--- config.mk ---
export PLATFORM = sky130hd
export DESIGN_NAME = spi_txn_ctrl
export DESIGN_NICKNAME = d
export VERILOG_FILES = /design/src/rtl/spi_txn_ctrl.sv
export SDC_FILE = /design/constraint.sdc
export NUM_CORES = 1
export LEC_CHECK = 0
export BUFFER_PORTS_ARGS = -buffer_cell sky130_fd_sc_hd__buf_4
export CORE_MARGIN = 4
export CORE_UTILIZATION = 51
export CTS_CLUSTER_DIAMETER = 40
export DETAILED_ROUTE_END_ITERATION = 7
export GPL_ROUTABILITY_DRIVEN = 1
export PLACE_DENSITY = 0.76
export SLEW_MARGIN = 10
export SYNTH_ARGS = -nofsm -noshare
export SYNTH_HDL_FRONTEND = slang
export SYNTH_SLANG_ARGS = --single-unit
--- constraint.sdc ---
create_clock -name clk_i -period 2.47 [get_ports clk_i]
set_input_delay 0 -clock clk_i [delete_from_list [all_inputs] [get_ports clk_i]]
set_output_delay 0 -clock clk_i [all_outputs]
set_load 0.02 [all_outputs]
--- src/rtl/spi_txn_ctrl.sv ---
// Framed SPI transaction sequencer: wraps a byte-level SPI master with chip-select
// setup/hold/idle timing and streams a host byte sequence through it.
module spi_txn_ctrl #(
  parameter int unsigned MAX_BYTES     = 16,
  parameter int unsigned CS_SETUP_CLKS = 2,
  parameter int unsigned CS_HOLD_CLKS  = 2,
  parameter int unsigned CS_IDLE_CLKS  = 4,
  localparam int unsigned LEN_W        = $clog2(MAX_BYTES + 1)
) (
  input  logic             clk_i,
  input  logic             reset_l_i,
  // Transaction request
  input  logic             txn_start_i,
  input  logic [LEN_W-1:0] txn_len_i,
  output logic             txn_busy_o,
  output logic             txn_done_o,
  // Host byte stream
  input  logic [7:0]       host_tx_byte_i,
  input  logic             host_tx_valid_i,
  output logic             host_tx_ready_o,
  output logic [7:0]       host_rx_byte_o,
  output logic             host_rx_valid_o,
  // Byte-level SPI master
  output logic [7:0]       m_tx_byte_o,
  output logic             m_tx_valid_o,
  input  logic             m_tx_ready_i,
  input  logic [7:0]       m_rx_byte_i,
  input  logic             m_rx_valid_i,
  output logic             spi_cs_n_o
);

  // Timing parameters below 1 would collapse a phase to zero cycles; floor them.
  localparam int unsigned SetupClks = (CS_SETUP_CLKS < 1) ? 1 : CS_SETUP_CLKS;
  localparam int unsigned HoldClks  = (CS_HOLD_CLKS < 1) ? 1 : CS_HOLD_CLKS;
  localparam int unsigned IdleClks  = (CS_IDLE_CLKS < 1) ? 1 : CS_IDLE_CLKS;

  localparam int unsigned MaxClks01 = (SetupClks > HoldClks) ? SetupClks : HoldClks;
  localparam int unsigned MaxClks   = (MaxClks01 > IdleClks) ? MaxClks01 : IdleClks;
  localparam int unsigned CntW      = (MaxClks > 1) ? $clog2(MaxClks) : 1;

  localparam logic [CntW-1:0]  SetupLast = CntW'(SetupClks - 1);
  localparam logic [CntW-1:0]  HoldLast  = CntW'(HoldClks - 1);
  localparam logic [CntW-1:0]  IdleLast  = CntW'(IdleClks - 1);
  localparam logic [LEN_W-1:0] LenMax    = LEN_W'(MAX_BYTES);
  localparam logic [LEN_W-1:0] LenOne    = LEN_W'(1);

  typedef enum logic [2:0] {
    StIdle,
    StSetup,
    StLoad,
    StSend,
    StWaitRx,
    StHold,
    StGap
  } state_e;

  state_e           state_q;
  logic [CntW-1:0]  cnt_q;
  logic [LEN_W-1:0] remaining_q;
  logic [LEN_W-1:0] len_clamped;

  always_comb begin
    len_clamped = txn_len_i;
    if (txn_len_i > LenMax) begin
      len_clamped = LenMax;
    end
  end

  // The only combinational output: the host may present a byte only while loading.
  assign host_tx_ready_o = (state_q == StLoad);

  always_ff @(posedge clk_i or negedge reset_l_i) begin
    if (!reset_l_i) begin
      state_q         <= StIdle;
      cnt_q           <= '0;
      remaining_q     <= '0;
      spi_cs_n_o      <= 1'b1;
      txn_busy_o      <= 1'b0;
      txn_done_o      <= 1'b0;
      m_tx_byte_o     <= 8'h00;
      m_tx_valid_o    <= 1'b0;
      host_rx_byte_o  <= 8'h00;
      host_rx_valid_o <= 1'b0;
    end else begin
      txn_done_o      <= 1'b0;
      m_tx_valid_o    <= 1'b0;
      host_rx_valid_o <= 1'b0;

      unique case (state_q)
        StIdle: begin
          if (txn_start_i && (txn_len_i != '0)) begin
            remaining_q <= len_clamped;
            cnt_q       <= '0;
            spi_cs_n_o  <= 1'b0;
            txn_busy_o  <= 1'b1;
            state_q     <= StSetup;
          end
        end

        StSetup: begin
          if (cnt_q == SetupLast) begin
            cnt_q   <= '0;
            state_q <= StLoad;
          end else begin
            cnt_q <= cnt_q + CntW'(1);
          end
        end

        // Host underrun is legal: wait here with CS still asserted.
        StLoad: begin
          if (host_tx_valid_i) begin
            m_tx_byte_o <= host_tx_byte_i;
            state_q     <= StSend;
          end
        end

        StSend: begin
          if (m_tx_ready_i) begin
            m_tx_valid_o <= 1'b1;
            state_q      <= StWaitRx;
          end
        end

        StWaitRx: begin
          if (m_rx_valid_i) begin
            host_rx_byte_o  <= m_rx_byte_i;
            host_rx_valid_o <= 1'b1;
            remaining_q     <= remaining_q - LenOne;
            if (remaining_q == LenOne) begin
              cnt_q   <= '0;
              state_q <= StHold;
            end else begin
              state_q <= StLoad;
            end
          end
        end

        StHold: begin
          if (cnt_q == HoldLast) begin
            cnt_q      <= '0;
            spi_cs_n_o <= 1'b1;
            txn_done_o <= 1'b1;
            state_q    <= StGap;
          end else begin
            cnt_q <= cnt_q + CntW'(1);
          end
        end

        // Busy stays high through the gap so a new request cannot shorten CS idle time.
        StGap: begin
          if (cnt_q == IdleLast) begin
            cnt_q      <= '0;
            txn_busy_o <= 1'b0;
            state_q    <= StIdle;
          end else begin
            cnt_q <= cnt_q + CntW'(1);
          end
        end

        default: begin
          state_q <= StIdle;
        end
      endcase
    end
  end

endmodule

==> flow_summary.ini, run 1 <==
[status]
status = complete, no violations

[flow_run]
cap_violations = 0

[die]
die-area_um2 = 4157
die_w_um = 64.48
core-area_um2 = 3053
start_util_pct = 53.28
io_pins = 49
die_h_um = 64.48
num_rows = 20

[timing]
setup_ws_ps = 311.3
max_freq_mhz = 463.2
tightest_slew_ps = 679.4
rsz0062_at_grt = no
tns_ps = 0
final.setup_skew_ps = 11.50
fin_crit_ps = 2159
period_share_pct = 87.40
hold_viol = 0
final_max_slew_viol_count = 0
setup_viol = 0
slew_headroom_pct = 54.71

[drt]
viasPerCell = 5.468
ant_nets = 0
drc = 0
initialDrtViolationCount = 70
num_vias = 1438
wl_per_cell_um = 15.16
first_pass_iters = 4
wirelength_um = 3988

[finish]
syn2layout_area_growth_pct = 38.08
n_antenna_cell = 0
nets = 250
fin_util_pct = 73.57
drive_gt1_share_pct = 33.79
fill_cells = 212

[clock_tree]
cts_resized = 0
path_clk_slew_ps = 100
post_cts_buffers = 0
cts_buffers = 5
ctsHoldBuffers = 19
ctsRootBufferMaster = clkbuf_4
clkSinkCount = 31
htreeDepth = 2
max-clock-path-buffers = 2
cts_tree = yes
insertion_delay_ps = 330

[global_route]
grt-ovfl-total = 0
antenna_found_initial = 0
track_usage_pct = 21.53
grt_max_degree = 32
grt_pass1_wl_um = 6796
first_global_vias = 1397

[critical_path]
crit_path_start_kind = flip-flop
rr_endpoint = host_rx_byte_o[0]
critPathCaptureType = flip-flop
slowest_delay_ps = 790
cp_max_fo = 24
ff2ff_setup_slack_ps = 310
crit_cells = 3
cp_top_family = simple AND/OR/NAND/NOR gates
crit_arrival_ps = 2380
path_class = flip-flop to flip-flop
crit_buf_inv = 0
rr_startpoint = state_q[2]
crit_slowest_cell = dfrtp_1
path_cells = or3b_1, nor2_4, mux2_2
reg2reg_depth = 3
worst-endpoint-required_ps = 2690
worstSetupStartpoint = state_q[2]
crit_path_end = host_rx_byte_o[0]

[placement]
place_ws_ps = 360.5
io_buffers = 48
dp_hpwl_um = 2818
place.gp.congestion = 0.8766

[synthesis]
ys_types = 40
synth_area_um2 = 1627
syn_area_per_cell_um2 = 10.77
ys_warn_count = 0
synth_flop_cell = dfrtp_1
seq_area_frac_synth_pct = 47.77
synth_edf_count = 0
netlist_instances = 151
synth_top_area_share_pct = 46.15
synth_nets = 183
synthArstFlopShare_pct = 100.0
synth.top_cells.by_area = dfrtp_1 (46%), mux2_2 (9.7%), a21oi_1 (4.9%)
synth-seq-cells = 31
yosysTopAreaCell = dfrtp_1

[power_and_ir_drop]
leakagePower_uw = 0.001040
power_density_nw_per_um2 = 1090
peakVddDrop_mv = 0.6638

[min_path]
hold_class = input port to flip-flop
layer usage:
| metal | GRT usage [%] | vias to the layer above | routed length (um) |
|---|---|---|---|
| met2 | 35.18 | 59 | 1989 |
| li1 | - | 689 | - |
| met1 | 27.64 | 684 | 1638 |
| met5 | 0 | - | 0 |
| met3 | 6.412 | 6 | 298 |
| met4 | 6.332 | 0 | 61 |
power by group:
| part | total [uW] | internal, uW | switching (uW) | leakage (uW) |
|---|---|---|---|---|
| Clock | 276 | 111 | 165 | 0.0000293 |
| Combinational | 1220 | 585 | 637 | 0.000633 |
| Sequential | 950 | 733 | 217 | 0.000377 |
cell families (layout without fill, tap and decap cells):
family | Yosys count | after routing | share of synthesized area [%]
flip-flops | 31 | 31 | 47.77
buffers and inverters | 17 | 85 | 4.769
adder cells (fa/ha/maj) | 5 | 5 | 3.846
AO/OA/AOI/OAI | 42 | 42 | 17.16
AND/OR/NAND/NOR | 37 | 37 | 13.54
multiplexers | 19 | 19 | 12.92
cell usage in the layout, fill, tap and decap left out, drive strengths merged, types with 2 or more instances in the layout:
master,netlist,layout
dfrtp,30,30
nand3,2,2
nor4bb,2,2
ha,5,5
inv,9,9
nand2b,3,3
clkbuf,2,7
mux2,16,16
a31oi,3,3
nand2,7,7
and4b,2,2
a211oi,3,3
nor3,6,6
nor2,8,8
a221o,2,2
a21oi,16,16
buf,6,49
dlygate4sd3,0,19
o21ai,9,9
mux2i,3,3
state kept, by name (all words and copies together) (netlist names):
name / count
host_rx_byte_o: 8
m_tx_byte_o: 8
remaining_q: 5
state_q: 3
cnt_q: 2
host_rx_valid_o: 1
m_tx_valid_o: 1
spi_cs_n_o: 1
txn_busy_o: 1
txn_done_o: 1
metrics by stage:
stage	instances	area, um2	total power, uW	hold slack [ps]
finish	263	2246	2449	22.00
global route	263	2246	2627	25.15
CTS	263	2246	2451	8.819
detailed placement	236	2006	2150	-51.97
global placement	236	2006	2095	-54.90
floorplan	151	1627	1717	-295.6
worst register-to-register path: stages (launching register included):
cell and delay, ps:
dfrtp_1 790, or3b_1 580, nor2_4 290, mux2_2 380
synth_stat cells, types with 2 or more instances:
cell type	count
mux2i_1	3
nand3_1	2
nand2_1	7
ha_1	5
mux2_2	14
a31oi_1	3
a221o_1	2
a21oi_1	16
mux2_1	2
buf_2	5
nor2_1	7
a211oi_1	3
clkbuf_1	2
nor4bb_1	2
nor3_1	6
inv_1	9
nand2b_1	3
o21ai_0	8
dfrtp_1	30
and4b_1	2
final cells by class:
| class | instances | area [um2] | share of cell area [%] |
|---|---|---|---|
| clock buffers | 7 | 45.04 | 2.006 |
| well taps | 44 | 55.05 | 2.451 |
| flip-flops and latches | 31 | 777.0 | 34.60 |
| inverters | 9 | 33.78 | 1.504 |
| repair buffers | 68 | 558.0 | 24.85 |
| multi-input cells | 103 | 772.0 | 34.37 |
| clock inverters | 1 | 5.005 | 0.2228 |
how the worst min path moves through the flow:
| stage | cells after the start | to | slack [ps] | from |
|---|---|---|---|---|
| finish | 3 | remaining_q[3] | 20 | txn_len_i[3] |
| global route | 3 | remaining_q[2] | 30 | txn_len_i[2] |
| CTS | 3 | remaining_q[2] | 9 | txn_len_i[2] |
| detailed placement | 1 | m_tx_byte_o[5] | -50 | reset_l_i |
| global placement | 1 | m_tx_byte_o[3] | -50 | reset_l_i |
| floorplan | 0 | cnt_q[0] | -300 | reset_l_i |
Note: power is estimated with default switching activity, not from simulation.
==> inputs of run 2 (changes only) <==
ABC_AREA = 1   (was not set)
CORE_UTILIZATION = 53   (was 51)
CTS_BUF_LIST = sky130_fd_sc_hd__clkbuf_8   (was not set)
PLACE_DENSITY = 0.79   (was 0.76)
==> run 2 against run 1 <==
Against the previous run:
- sequential power is 8.6% lower
- core utilization increased by 7.9 points
- global-route usage is 1.1 points higher
- final area rose by 3.5%
- clock power rose by 87%
- combinational power grew 4%
- non-clock buffer count shrank 2
- sequential cell count unchanged
- critical endpoint is now state_q[1]
==> flow_summary.ini, run 2 <==
[clock_tree]
clkSinkCount = 31
insertion_delay_ps = 280
ctsRootBufferMaster = clkbuf_8
cts_buffers = 5
max-clock-path-buffers = 2
post_cts_buffers = 0
htreeDepth = 2
cts_tree = yes
path_clk_slew_ps = 70

[finish]
syn2layout_area_growth_pct = 41.29
drive_gt1_share_pct = 27.21
nets = 314
fin_util_pct = 81.49
final_cell_mix = nand2_1 (83), buf_4 (48), dfrtp_1 (30)
top_regs = host_rx_byte_o: 8 flops, m_tx_byte_o: 8 flops, remaining_q: 5 flops
n_antenna_cell = 0
final_common_cell = nand2_1

[placement]
place.gp.congestion = 0.8682
place_ws_ps = 1021
dp_hpwl_um = 2786
io_buffers = 48

[synthesis]
ys_warn_count = 0
synth_nets = 243
syn_area_per_cell_um2 = 7.798
seq_area_frac_synth_pct = 47.22
ys_types = 24
synthTopCellsByCount = nand2_1 (83), dfrtp_1 (30), nand3_1 (24)
synth_area_um2 = 1645
synth_most_common_cell = nand2_1
synth.top_cells.by_area = dfrtp_1 (46%), nand2_1 (19%), nand3_1 (7.3%)
yosysTopAreaCell = dfrtp_1
synth_flop_cell = dfrtp_1
synth_edf_count = 0
synthArstFlopShare_pct = 100.0
synth-seq-cells = 31
synth_top_area_share_pct = 45.63
netlist_instances = 211

[timing]
period_share_pct = 63.74
fin_crit_ps = 1574
rsz0062_at_grt = no
setup_ws_ps = 895.6
slew_headroom_pct = 74.26
max_freq_mhz = 635.2
hold_viol = 0
final_max_slew_viol_count = 0
tightest_slew_ps = 386.1
final.setup_skew_ps = 7.736
whs_ps = 51.55
tns_ps = 0
setup_viol = 0

[drt]
initialDrtViolationCount = 91
first_pass_iters = 4
wirelength_um = 4143
viasPerCell = 5.083
num_vias = 1596
drc = 0
ant_nets = 0
wl_per_cell_um = 13.19

[die]
die-area_um2 = 4060
num_rows = 19
start_util_pct = 57.68
die_w_um = 63.72
core-area_um2 = 2853
io_pins = 49
die_h_um = 63.72

[global_route]
antenna_found_initial = 0
grt_pass1_wl_um = 7217
first_global_vias = 1565
grt-ovfl-total = 0
grt_max_degree = 32
track_usage_pct = 22.60

[power_and_ir_drop]
power_density_nw_per_um2 = 1141
peakVddDrop_mv = 0.6396
leakagePower_uw = 0.001280

[critical_path]
critPathCaptureType = flip-flop
worst-endpoint-required_ps = 2690
reg2reg_depth = 6
ff2ff_setup_slack_ps = 900
cp_max_fo = 10
crit_slowest_cell = dfrtp_1
crit_arrival_ps = 1790
path_class = flip-flop to flip-flop
crit_path_start_kind = flip-flop
slowest_delay_ps = 580
path_cells = inv_1, nor2_2, o21ai_0, nand3b_1, nand3_1, nand2_1

[status]
status = complete, no violations

[min_path]
hold_class = input port to flip-flop
min_path_cells = 3

[flow_run]
cap_violations = 0
-- run 2: cell count changes after synthesis, moves of 5 or more --
cell     delta
nand2_2     +5
nor2_2      +5
a21oi_1    -13
inv_1       +6
buf_2       -5
nand3_1    +22
mux2_2     -14
nand2_1    +76
-- run 2: critical path, delay by kind of cell, from the launching register on --
kind | cells | cell delay [ps]
compound gates | 1 | 180
simple gates | 4 | 560
buf+inv | 1 | 190
flops | 1 | 580
-- run 2: layer usage --
metal / global-route usage (%) / vias up / part of all wire, %
met1: 27.28 / 736 / 42
met3: 3.552 / 7 / 3.5
li1: - / 815 / -
met4: 8.625 / 0 / 1.7
met2: 40.29 / 38 / 53
met5: 0 / - / 0
-- run 2: cells by family (layout without fill, tap and decap cells) --
| family | after synthesis | count (layout) | synth area share, % |
|---|---|---|---|
| buffers and inverters | 21 | 93 | 5.398 |
| DFF | 31 | 31 | 47.22 |
| adders and majority gates | 5 | 5 | 3.802 |
| xor gates and xnor gates | 1 | 1 | 0.5324 |
| and+or+nand+nor | 139 | 139 | 38.40 |
| AOI/OAI and AO/OA | 14 | 14 | 4.639 |
-- run 2: final timing paths --
kind                                    from                end
setup / recovery                  state_q[2]         state_q[1]
hold / removal               host_tx_valid_i     m_tx_byte_o[7]
setup reg to reg                  state_q[2]         state_q[1]
hold reg to reg            host_rx_byte_o[7]  host_rx_byte_o[7]
max in group asynchronous          reset_l_i         spi_cs_n_o
min in group asynchronous          reset_l_i           cnt_q[0]
-- run 2: timing repair --
item                                   CTS  global route
hold buffers                            18             0
gates resized for setup                  0             0
endpoints found under the hold margin   48             0
-- run 2: per-stage QoR --
step                      std cells  power, uW  area (um2)
after floorplan                 211       1687        1645
after detailed placement        288       2108        2027
final                           314       2653        2325
after global routing            314       2866        2325
after global placement          288       2088        2027
after CTS                       314       2656        2325
-- run 2: power breakdown --
part           total, uW  internal, uW  switching (uW)
Sequential           868           708             160
Combinational       1270           489             779
Clock                516           326             190
-- run 2: layout make-up --
| class | count | area [um2] |
|---|---|---|
| clock buffer | 6 | 82.58 |
| clock inverter | 2 | 35.03 |
| fill | 187 | 528.0 |
| inverter | 19 | 71.32 |
| multi-input combinational | 159 | 779.5 |
| sequential | 31 | 777.0 |
| tap | 31 | 38.79 |
| timing repair buffer | 66 | 540.5 |
==> inputs of run 3 (changes only) <==
ABC_AREA = 0   (was 1)
clock period = 1.5 ns   (was 2.47 ns; I/O delays follow)
==> run 3 against run 2 <==
Against the previous run:
- the run now fails in 5_1_grt
- synthesized cell count is 28% lower
- area after synthesis fell by 1.1%
==> flow_summary.ini, run 3 <==
[synthesis]
synth_top_area_share_pct = 46.15
yosys.area_share.simple_pct = 13.54
netlist_instances = 151
synth-compound-area-share_pct = 17.15
ys_warn_count = 0
synthAdderAreaFrac_pct = 3.846
synth_flop_cell = dfrtp_1
synthTopCellsByCount = dfrtp_1 (30), a21oi_1 (16), mux2_2 (14)
synth_area_um2 = 1627
syn_area_per_cell_um2 = 10.77
synth-xor-area-share_pct = 0
seq_area_frac_synth_pct = 47.77
synthArstFlopShare_pct = 100.0
synth_most_common_cell = dfrtp_1
synth.top_cells.by_area = dfrtp_1 (46%), mux2_2 (9.7%), a21oi_1 (4.9%)
ys_types = 40
synth-seq-cells = 31
synthMuxAreaShare_pct = 12.92
yosysTopAreaCell = dfrtp_1
synth_edf_count = 0
synth_top_family_by_area = compound AO/OA/AOI/OAI gates
synth_nets = 183

[global_route]
grt_max_degree = 32
track_usage_pct = 63.45
antenna_found_initial = 1
grt-ovfl-total = 34

[timing]
worstEpCategory = sequential cell input
grt-worst-endpoint = cnt_q[1]$_DFFE_PN0P_/D

[status]
stop_error = [ERROR GRT-0232] Routing congestion too high. Check the congestion heatmap in the GUI.
haltStage = 5_1_grt
status = aborted with a tool error

[die]
io_pins = 49
num_rows = 19
die_w_um = 63.40
start_util_pct = 57.02
die_h_um = 63.40

[clock_tree]
htreeDepth = 2
cts_buffers = 5
max-clock-path-buffers = 2
ctsRootBufferMaster = clkbuf_8
clkSinkCount = 31

[placement]
place_ws_ps = -275.8
placed_cells = 253
dp_hpwl_um = 3135
place.gp.congestion = 0.8574
io_buffers = 48
## run 3: cell families after synthesis
group                    count (synthesis)
AO/OA/AOI/OAI                           42
AND/OR/NAND/NOR                         37
flip-flops                              31
multiplexers                            19
buffers and inverters                   17
adder cells (fa/ha/maj)                  5
## run 3: what timing repair did
| action | in CTS |
|---|---|
| hold buffers | 17 |
| pin swaps | 9 |
| setup buffers | 3 |
| hold endpoints to repair | 47 |
| cloned | 1 |
| resized for setup | 30 |
| endpoints found under the setup margin | 27 |
## run 3: layer usage
layer,track usage (%),GRT overflow
met5,0,0
met4,64.96,19
met3,38.01,0
met2,82.14,15
met1,68.04,0
## run 3: metrics by stage
stage                     utilization [%]  instance area, um2
after floorplan                         -                1658
after global placement              78.73                2246
after detailed placement            78.73                2246
after CTS                           94.25                2689
==> inputs of run 4 (changes only) <==
CORE_UTILIZATION = 40   (was 53)
CTS_BUF_LIST = not set   (was sky130_fd_sc_hd__clkbuf_8)
CTS_CLUSTER_DIAMETER = not set   (was 40)
PLACE_DENSITY = not set   (was 0.79)
PLACE_DENSITY_LB_ADDON = 0.15   (was not set)
==> run 4 against run 3 <==
Against the previous run:
- the flow now finishes, with violations (setup timing)
==> flow_summary.ini, run 4 (synthesis results as in run 1) <==
[drt]
highest_layer = met4
drc = 0
initialDrtViolationCount = 66
num_vias = 1619
viasPerCell = 5.239
routed-wl-met2_um = 2668
ant_nets = 0
wirelength_um = 5361
first_pass_iters = 4
wl_met1_um = 2265
met3_length_um = 375
wl_per_cell_um = 17.35

[timing]
rsz0062_at_grt = yes
setup_viol = 18
tightest_slew_ps = 401.4
fin_crit_ps = 1775
period_share_pct = 118.3
max_freq_mhz = 563.4
hold_viol = 0
setup_ws_ps = -275.1
slew_headroom_pct = 73.08
final.setup_skew_ps = 5.238
whs_ps = 38.37
final_max_slew_viol_count = 0
tns_ps = -2228

[clock_tree]
insertion_delay_ps = 280
cts_buffers = 5
path_clk_slew_ps = 70
clkSinkCount = 31
ctsRootBufferMaster = clkbuf_8
htreeDepth = 2
max-clock-path-buffers = 2
cts_tree = yes

[finish]
n_antenna_cell = 0
top_regs = host_rx_byte_o: 8 flops, m_tx_byte_o: 8 flops, remaining_q: 5 flops
syn2layout_area_growth_pct = 76.85
final_common_cell = buf_4
stdcell_count = 309
fin_area_um2 = 2877
nets = 292
final_cell_mix = buf_4 (81), dfrtp_1 (29), dlygate4sd3_1 (17)
drive_gt1_share_pct = 55.94

[global_route]
track_usage_pct = 21.46
grt-ovfl-total = 0
first_global_vias = 1741
grt_pass1_wl_um = 8542
grt_max_degree = 32
antenna_found_initial = 0

[flow_run]
cap_violations = 0

[die]
core-area_um2 = 3799
die_w_um = 71.77
die-area_um2 = 5151
die_h_um = 71.77
io_pins = 49
start_util_pct = 42.82
num_rows = 22

[critical_path]
rr_startpoint = remaining_q[1]
crit_path_start_kind = flip-flop
rr_endpoint = cnt_q[1]
cp_max_fo = 2
path_cells = inv_2, ha_1, or4b_4, o21bai_1, a211oi_2, a221o_1
path_class = flip-flop to flip-flop
reg2reg_depth = 6
worst-endpoint-required_ps = 1660
crit_arrival_ps = 1940
crit_slowest_cell = or4b_4
ff2ff_setup_slack_ps = -280
critPathCaptureType = flip-flop
slowest_delay_ps = 460

[min_path]
min-delay-start = m_tx_ready_i
hold_class = input port to flip-flop
holdPathEnd = m_tx_valid_o
min_path_cells = 2

[power_and_ir_drop]
leakagePower_uw = 0.001364
power_density_nw_per_um2 = 2018
peakVddDrop_mv = 1.059

[placement]
placed_area_um2 = 2280
placed_cells = 270
place.gp.congestion = 0.8763
io_buffers = 48
dp_hpwl_um = 3097

[status]
status = complete, but fails checks
violations = setup timing
-- run 4: routing by layer --
layer,vias to the layer above,global-route usage (%)
li1,767,-
met1,775,26.14
met2,66,37.65
met3,11,4.208
met4,0,7.307
met5,-,0
-- run 4: timing repair --
action                                  CTS  global route
resized for setup                        46            12
gates cloned                              1             0
pin swaps                                11            10
endpoints found under the setup margin   26            27
hold buffers                             17             0
hold endpoints to repair                 47             0
buffers inserted                         12             4
-- run 4: area by class of cell --
type / instances / area [um2]
Clock inverter: 2 / 35.03
Sequential cell: 31 / 778.2
Tap cell: 48 / 60.06
Inverter: 9 / 33.78
Fill cell: 244 / 922.1
Clock buffer: 6 / 82.58
Multi-Input combinational cell: 103 / 947.2
Timing Repair Buffer: 110 / 939.7
-- run 4: worst max-delay path, delay by kind of cell, from the launching register on --
family	cells	cell delay (ps)
AOI/OAI and AO/OA	3	620
adders and majority gates	1	120
and+or+nand+nor	1	460
DFF	1	390
buffers and inverters	1	60
-- run 4: how the worst max path moves through the flow --
stage                        start    endpoint  slack, ps  cells after the start
floorplan           remaining_q[1]    cnt_q[0]       -200                      6
CTS                 remaining_q[1]    cnt_q[0]       -280                      6
finish              remaining_q[1]    cnt_q[1]       -280                      6
global route        remaining_q[1]  state_q[0]       -320                      8
detailed placement  remaining_q[1]    cnt_q[0]       -280                      6
global placement    remaining_q[1]    cnt_q[0]       -250                      6
-- run 4: stage by stage --
step	total power [uW]	utilization (%)	setup slack [ps]
floorplan	2896	-	-199.8
global placement	4005	60.01	-245.8
detailed placement	4094	60.01	-275.7
CTS	5618	74.60	-278.8
global route	6142	75.72	-324.6
finish	5805	75.72	-275.1
-- run 4: where the power goes --
part	switching (uW)	total, uW	internal (uW)
clock	310	846	537
combinational	1610	3490	1870
sequential	254	1470	1220
total	2180	5810	3630
